$ cat src/rtl/sha256_pkg.sv
// Shared constants, FSM state type and word-select helper for the SHA-256 digest path.
package sha256_pkg;

    localparam int WORD_W    = 64;
    localparam int DIGEST_W  = 256;
    localparam int NUM_WORDS = 4;

    typedef enum logic {
        ST_IDLE = 1'b0,
        ST_SEND = 1'b1
    } state_e;

    // Word 0 is the most significant 64 bits (H0H1), word 3 the least significant (H6H7).
    function automatic logic [WORD_W-1:0] word_sel(input logic [DIGEST_W-1:0] digest,
                                                   input logic [1:0]          idx);
        return digest[DIGEST_W-1-WORD_W*int'(idx) -: WORD_W];
    endfunction

endpackage

$ cat src/rtl/sha256_digest_reader.sv
// Serialises a captured 256-bit digest into four 64-bit words over a valid/ready stream,
// flagging any digest pulse that arrives while a previous digest is still draining.
module sha256_digest_reader
    import sha256_pkg::*;
(
    input  logic                CLK,
    input  logic                RST,
    input  logic [DIGEST_W-1:0] digest_i,
    input  logic                digest_valid_i,
    input  logic                ready_i,
    output logic [WORD_W-1:0]   data_o,
    output logic                valid_o,
    output logic                last_o,
    output logic                busy_o,
    output logic                overrun_o
);

    localparam logic [1:0] LAST_IDX = 2'(NUM_WORDS - 1);

    state_e              state_q,   state_d;
    logic [1:0]          cnt_q,     cnt_d;
    logic [DIGEST_W-1:0] shadow_q,  shadow_d;
    logic [WORD_W-1:0]   data_q,    data_d;
    logic                overrun_q, overrun_d;
    logic                xfer;
    logic                final_xfer;

    always_comb begin
        state_d    = state_q;
        cnt_d      = cnt_q;
        shadow_d   = shadow_q;
        overrun_d  = overrun_q;
        xfer       = (state_q == ST_SEND) && ready_i;
        final_xfer = xfer && (cnt_q == LAST_IDX);

        case (state_q)
            ST_IDLE: begin
                if (digest_valid_i) begin
                    shadow_d = digest_i;
                    cnt_d    = 2'd0;
                    state_d  = ST_SEND;
                end
            end
            ST_SEND: begin
                if (xfer) begin
                    cnt_d = cnt_q + 2'd1;
                end
                if (final_xfer) begin
                    // A digest arriving on the last handshake chains straight on with no bubble.
                    if (digest_valid_i) begin
                        shadow_d = digest_i;
                    end else begin
                        state_d = ST_IDLE;
                    end
                end else if (digest_valid_i) begin
                    overrun_d = 1'b1;
                end
            end
            default: state_d = ST_IDLE;
        endcase

        // Output word is registered from next state so IDLE keeps the last word on data_o.
        data_d = (state_d == ST_SEND) ? word_sel(shadow_d, cnt_d) : data_q;
    end

    always_ff @(posedge CLK) begin
        if (!RST) begin
            state_q   <= ST_IDLE;
            cnt_q     <= 2'd0;
            shadow_q  <= '0;
            data_q    <= '0;
            overrun_q <= 1'b0;
        end else begin
            state_q   <= state_d;
            cnt_q     <= cnt_d;
            shadow_q  <= shadow_d;
            data_q    <= data_d;
            overrun_q <= overrun_d;
        end
    end

    assign data_o    = data_q;
    assign valid_o   = (state_q == ST_SEND);
    assign busy_o    = (state_q == ST_SEND);
    assign last_o    = (state_q == ST_SEND) && (cnt_q == LAST_IDX);
    assign overrun_o = overrun_q;

endmodule

$ cat config.mk
export PLATFORM = sky130hd
export DESIGN_NAME = sha256_digest_reader
export DESIGN_NICKNAME = d
export VERILOG_FILES = /design/src/rtl/sha256_pkg.sv /design/src/rtl/sha256_digest_reader.sv
export SDC_FILE = /design/constraint.sdc
export NUM_CORES = 1
export LEC_CHECK = 0
export ABC_AREA = 1
export CORE_AREA = 5 5 166 207
export CTS_CLUSTER_DIAMETER = 60
export DETAILED_ROUTE_END_ITERATION = 7
export DIE_AREA = 0 0 171 212
export MAX_ROUTING_LAYER = met4
export PLACE_DENSITY = 0.69
export REMOVE_ABC_BUFFERS = 1
export SKIP_LAST_GASP = 1
export SYNTH_ARGS = -nofsm -noshare
export SYNTH_HDL_FRONTEND = slang
export SYNTH_SLANG_ARGS = --single-unit
$ cat constraint.sdc
create_clock -name CLK -period 3.44 [get_ports CLK]
set_clock_uncertainty 0.05 [all_clocks]
set_input_delay 0.86 -clock CLK [delete_from_list [all_inputs] [get_ports CLK]]
set_output_delay 0.86 -clock CLK [all_outputs]
set_load 0.02 [all_outputs]
### Word level (Yosys, flattened, before mapping)

Index checks and enable logic that the tools add are counted.

* add/sub/neg operators: 2
* multiply operators: 0
* div/mod/pow operators: 0
* order comparisons: 0
* equal/unequal tests: 1
* shift operators: 1
* multiplexer cells: 9
* bitwise logic cells: 2
* reduce and logical (&&, ||, !) cells: 4

Operators by type and width (count)
* $mux W256: 2
* $pmux W256 S2: 1
* $shiftx A319 B9 Y64: 1
* $sub A8 B8 Y9 const A: 1
* $mux W2: 2
* $pmux W2 S2: 1
* $logic_and A1 B1 Y1: 3
* $reduce_and A3 Y1: 1
* $add A2 B1 Y2 const B: 1
* $eq A2 B2 Y1 const B: 1
* $mux W1: 2
* $not A1 Y1: 2
* $pmux W1 S2: 1

* flip-flop bits (word level): 324
* bits in latches: 0
* memory bits (writable): 0
* bits in read-only memories: 0
* input bits: 260
* output and inout bits: 68
* word-level logic and storage cells: 24
* memories: 0

### Depth between registers and ports, before layout

* depth in word-level cells: 5
* mapped depth: 12

### Worst setup path before layout

Ideal clock, no wire load.

* path type: input-to-reg
* start point: input digest_valid_i
* end point: register data_q[10] (netlist: data_o[10])
* arrival time: 1.921 ns
* data required time: 3.334 ns
* path slack: 1.414 ns
* stages: 10
* path buffers: 3
* path through: buf_2 > inv_1 > nand3_1 > nand2_1 > buf_2 > buf_1 > nand3_1 > nand3_1 > nand2_1 > inv_1

* cells in the longest elaborated chain, start to end: 4
* elaborated cells between the ends (all ways): 10
* classes of those cells: add/sub (1); shift (1); mux (8)

RTL lines
* from (decl): RTL line sha256_digest_reader.sv:9 `input logic digest_valid_i,`
* $mux W2 / $mux W256 (equally long branches): RTL line sha256_digest_reader.sv:38, sha256_digest_reader.sv:50
* $pmux W2 S2 / $mux W256 (equally long branches): RTL line sha256_digest_reader.sv:36, sha256_digest_reader.sv:48
* $sub A8 B8 Y9 / $pmux W256 S2 (equally long branches): RTL line sha256_pkg.sv:16, sha256_digest_reader.sv:36
* $shiftx A319 B9 Y64: RTL line sha256_pkg.sv:16 `return digest[DIGEST_W-1-WORD_W*int'(idx) -: WORD_W];`
* to (signal assigned): RTL line sha256_digest_reader.sv:77 `data_q <= data_d;`
* to (decl): RTL line sha256_digest_reader.sv:23 `logic [WORD_W-1:0] data_q, data_d;`

Parallel ways exist; a longest one is shown, timed or not.
A chain may end at the register's enable or synchronous reset.

### Worst setup path in the final report

* start point: register state_q (netlist: busy_o)
* end point: output last_o

* cells in the longest elaborated chain, start to end: 1

RTL lines
* from (decl): RTL line sha256_digest_reader.sv:20 `state_e state_q, state_d;`
* from (signal assigned): RTL line sha256_digest_reader.sv:74 `state_q <= state_d;`
* $logic_and A1 B1 Y1: RTL line sha256_digest_reader.sv:85 `assign last_o = (state_q == ST_SEND) && (cnt_q == LAST_IDX);`
* to (decl): RTL line sha256_digest_reader.sv:13 `output logic last_o,`

No other way between the ends.

==> qor.csv <==
metric;value;unit
cts.sinks;324;
wl_per_cell;17.6;um
setup_viol;0;
die_area;36300;sq um
stdcell_area;18800;sq um
outcome;finished clean;
synth-seq-cells;324;
cap_violations;0;
cts_root_buf;clkbuf_16;
die_w;171;um
hold_path.class;reg2reg;
synthCells;2006;
worstPathMaxFanout;8;
ys_types;16;
layout.nets;2486;
drv_slew;0;
port_buffers;327;
start_kind;flop;
ir_drop;343;uV
final.setup.tns;0;ns
slew_headroom;39.8;%
worst-path-buf-inv;2;
timing.final.crit_share;81.9;%
vias;14800;
ios;328;
grt_remaining_overflow;0;
dp.cells;2605;
critPathMaxStageDelay;0.60;ns
required;2.53;ns
hpwlAfterDp;28800;um
fin_util;58.3;%
cpMaxStageDelayCell;dfxtp_1;
floorplan.rows;74;
gp_congestion;0.834;
crit_type;reg2out;
dieHeight;212;um
dr.first_iter.drc_count;1268;
synth_edf_count;0;
drive_above_1_share;4.14;%
async_flop_share;0;%
final_cells;2665;
place_area;17700;sq um
crit_chain;nand2_1 -> inv_1 -> clkdlybuf4s50_1;
synth.area.top_cells;dfxtp_1 46%, nand3_1 25%, a21oi_1 9.0%;
cp-end-kind;output port;
fillCellCount;2985;
postCtsResizedCells;0;
ys_seq_area_share;45.6;%
synth.cell_area;14200;sq um
avgSynthCellArea;7.10;sq um
syn2layout_area_growth;32.3;%
ant_nets;0;
rsz0062_at_grt;false;
powerDensity;509;nW/um^2
postCtsHoldBufs;0;
cts_tree;built;
grt_max_degree;174;
max_freq;355;MHz
finalWirelength;46900;um
antenna_found_initial;3;
hold_viol;0;
grt_pass1_vias;14300;
yosysTopAreaCell;dfxtp_1;
power.leakage;0.00802;uW
ys_warn_count;0;
critical-path-top-delay-family;buffers and inverters;
multiInputGateArea;6490;sq um
clk_pin_slew;0.06;ns
firstDrtPassIters;5;
h-tree-depth;2;
vias_per_cell;5.57;
synth.top_cell.area_share;45.6;%
start_util;44.1;%
min_period;2.82;ns
coreArea;32300;sq um
clockBufferDepth;3;
ys_top_cells_by_count;708 x nand3_1, 330 x nand2_1, 324 x dfxtp_1;
critical_path_arrival;1.91;ns
tightest_slew;0.902;ns
grt_first_pass_wirelength;73200;um
drcViolationCount;0;
yosys_most_used_dff;dfxtp_1;
clk_latency;0.51;ns
cts-buffers-inserted;36;
post_cts_buffers;0;
seq_area;6490;sq um
synth_most_common_cell;nand3_1;
grt_usage;25.4;%
## power by group
group          internal [uW]  switching (uW)
combinational            788            1020
clock                   2160            1510
sequential              4000            97.2
## metal layers
metal  vias to the layer above  track usage (%)  share of wire, %  wire (um)
met5                         -                -                 0          0
met4                         0             12.4               4.9       2290
met3                       118             3.57               6.7       3130
met2                       582             41.9                49      23100
met1                      6899             30.5                39      18400
li1                       7246                -                 -          -
## state kept, by name (all words and copies together), names as in the netlist
register   flops
cnt_q          2
overrun_o      1
shadow_q     256
busy_o         1
data_o        64
## final cells by class
| type | count | share of cell area (%) |
|---|---|---|
| multi-input combinational | 1367 | 34.5 |
| timing repair buffer | 358 | 19.6 |
| sequential | 324 | 34.4 |
| antenna | 3 | 0.0399 |
| tap | 418 | 2.78 |
| clock buffer | 49 | 5.47 |
| clock inverter | 8 | 0.412 |
| inverter | 138 | 2.79 |
## kinds of logic after synthesis
logic type	after synthesis	synth area share, %
AO/OA/AOI/OAI	322	11.3
adder cells (fa/ha/maj)	1	0.0879
buffers and inverters	315	9.24
flip-flops	324	45.6
AND/OR/NAND/NOR	1044	33.8
## worst paths after layout
check	from	to	slack [ns]	cells past startpoint
worst max-delay path	busy_o	last_o	0.62	3
worst min-delay path	shadow_q[72]	shadow_q[72]	0.42	2
worst max register to register	cnt_q[1]	data_o[52]	1.17	10
worst min register to register	shadow_q[72]	shadow_q[72]	0.42	2
## stage by stage
| step | hold slack (ns) | setup WS (ns) | power, uW |
|---|---|---|---|
| finish | 0.415 | 0.624 | 9580 |
| global route | 0.428 | 0.511 | 10000 |
| CTS | 0.419 | 0.594 | 9650 |
| detailed placement | 0.410 | 0.381 | 5980 |
| global placement | 0.405 | 0.420 | 5950 |
| floorplan | 0.398 | -3.84 | 5120 |
## tightest hold or removal path, stage by stage (launching register included)
cell and delay, ns:
dfxtp_1 0.29, nand2_1 0.07, a21oi_1 0.05
## cells in the final DEF, fill, tap and decap left out, types with 7 or more instances in the layout
master,n
nand3_1,707
nand2_1,328
clkdlybuf4s50_1,325
dfxtp_1,324
a21oi_1,257
inv_1,135
o21ai_0,64
clkbuf_16,37
buf_4,16
buf_12,15
clkbuf_8,7
Power figures use the tool's default switching activity.
==> RTL change: new RTL, same settings <==
Take the reset off `data_q` and load it in a clocked block of its own.
--- a/src/rtl/sha256_digest_reader.sv
+++ b/src/rtl/sha256_digest_reader.sv
@@ -68,15 +68,17 @@
             state_q   <= ST_IDLE;
             cnt_q     <= 2'd0;
             shadow_q  <= '0;
-            data_q    <= '0;
             overrun_q <= 1'b0;
         end else begin
             state_q   <= state_d;
             cnt_q     <= cnt_d;
             shadow_q  <= shadow_d;
-            data_q    <= data_d;
             overrun_q <= overrun_d;
         end
+    end
+
+    always_ff @(posedge CLK) begin
+        data_q <= data_d;
     end
 
     assign data_o    = data_q;
Function: changed (a bounded check fails within 4 cycles, from zero or initial values and one cycle with RST low).
==> RTL change against the original RTL <==
Worst setup slack better by 0.0082 ns. Utilization fell by 1.1 points. First-iteration DRC count down 14%. Maximum frequency increased by 0.29%. Power rose by 2.0%. Sequential cell count unchanged. Register-to-register slack gained 0.14 ns. Synthesized area fell by 3.8%. Cell area fell by 1.9%. Critical path depth stayed put. Die area unchanged. Wire length shrank 8.4%.
==> RTL change: results (changes against the original RTL) <==
- Status: completed
- Slew margin rel.: 54.5% (+15 points)
- Fillers: 2899 (-2.9%)
- Hold wc startpoint: shadow_q[73]
- Placed Instances: 2351 (-9.8%)
- Initial antenna violation count: 12 (+9)
- Largest net degree at the start of global routing: 146 (-16%)
- Most area-consuming cells after synthesis: dfxtp_1 (38%), nand3_1 (24%), edfxtp_1 (14%)
- Met2 Use GR: 37.9% (-4.0 points)
- Post-synth EDFFs: 64 (+64)
- Pwr/cell area: 529 mW/mm^2 (+4.0%)
- Sequential fraction of design power: 43.9% (+1.1 points)
- Avg Inst Size Synth: 7.92 um^2 (+12%)
- Met1 wire length: 17100 um (-7.1%)
- Final Core Density: 57.2% (-1.1 points)
- WL met2: 21200 um (-8.2%)
- P_comb: 1.78 mW
- Post-layout net count: 2231 (-10%)
- GRT met3 Usage: 3.35% (-0.22 points)
- R2R Path Start: busy_o
- Met1 usage: 27.7% (-2.9 points)
- Area after DPL: 0.0173 mm^2 (-2.4%)
- Initial DRC count: 1088 (-14%)
- Total number of vias: 13400 (-9.7%)
- GRT Resource Usage Total: 23.1% (-2.3 points)
- Met3 WL post-DR: 2580 um (-17%)
- Hold WS: 0.418 ns (+0.00264 ns)
- Via/cell ratio: 5.53 (-0.81%)
- Reg2Reg Depth: 8 (-2)
- Clock buffers created by TritonCTS: 35 (-2.8%)
- WL per Instance: 17.7 um (+0.57%)
- Peak supply drop: 328 uV (-4.4%)
- HPWL after detailed placement: 27200 um (-5.5%)
- Proportion of layout cells with a drive suffix above 1: 4.66% (+0.51 points)
- FF-to-FF End: data_o[54]
- First-pass GRT wire length: 66500 um (-9.2%)
- R2R Setup Slk: 1.31 ns (+0.14 ns)
- Pre-Repair DR Iteration Count: 6 (+1)
- Cell variety after synth: 15 (-1)
- Highest metal used: met4
- Post-synthesis sequential area ratio: 52.0% (+6.5 points)
- Hold-critical path endpoint: shadow_q[73]
- Pre-CTS setup slack: 0.482 ns (+0.101 ns)
-- RTL change: cell types whose count changed in the layout (fill, tap and decap cells not counted), sizes merged --
cell	before	now
o21ai	64	0
diode	3	13
clkdlybuf4s50	325	326
nand3	708	644
dfxtp	324	260
edfxtp	0	64
clkinvlp	1	0
inv	139	10
clkinv	5	6
clkbuf	50	57
buf	32	33
-- RTL change: logic make-up (layout without fill, tap and decap cells) --
logic type	count (synthesis)	count (layout)	share of synthesized area, %
AO/OA/AOI/OAI	258	258	9.44
adder cells (fa/ha/maj)	1	1	0.0913
buffers and inverters	166	433	5.66
flip-flops	324	324	52.0
other	0	13	0
AND/OR/NAND/NOR	980	980	32.8
-- RTL change: final cells by class --
class | count | share of cell area, %
clock inverter | 7 | 0.305
timing repair buffer | 360 | 20.3
sequential | 324 | 38.6
antenna | 13 | 0.176
multi-input combinational | 1239 | 31.7
clock buffer | 56 | 5.88
tap | 418 | 2.83
inverter | 10 | 0.244
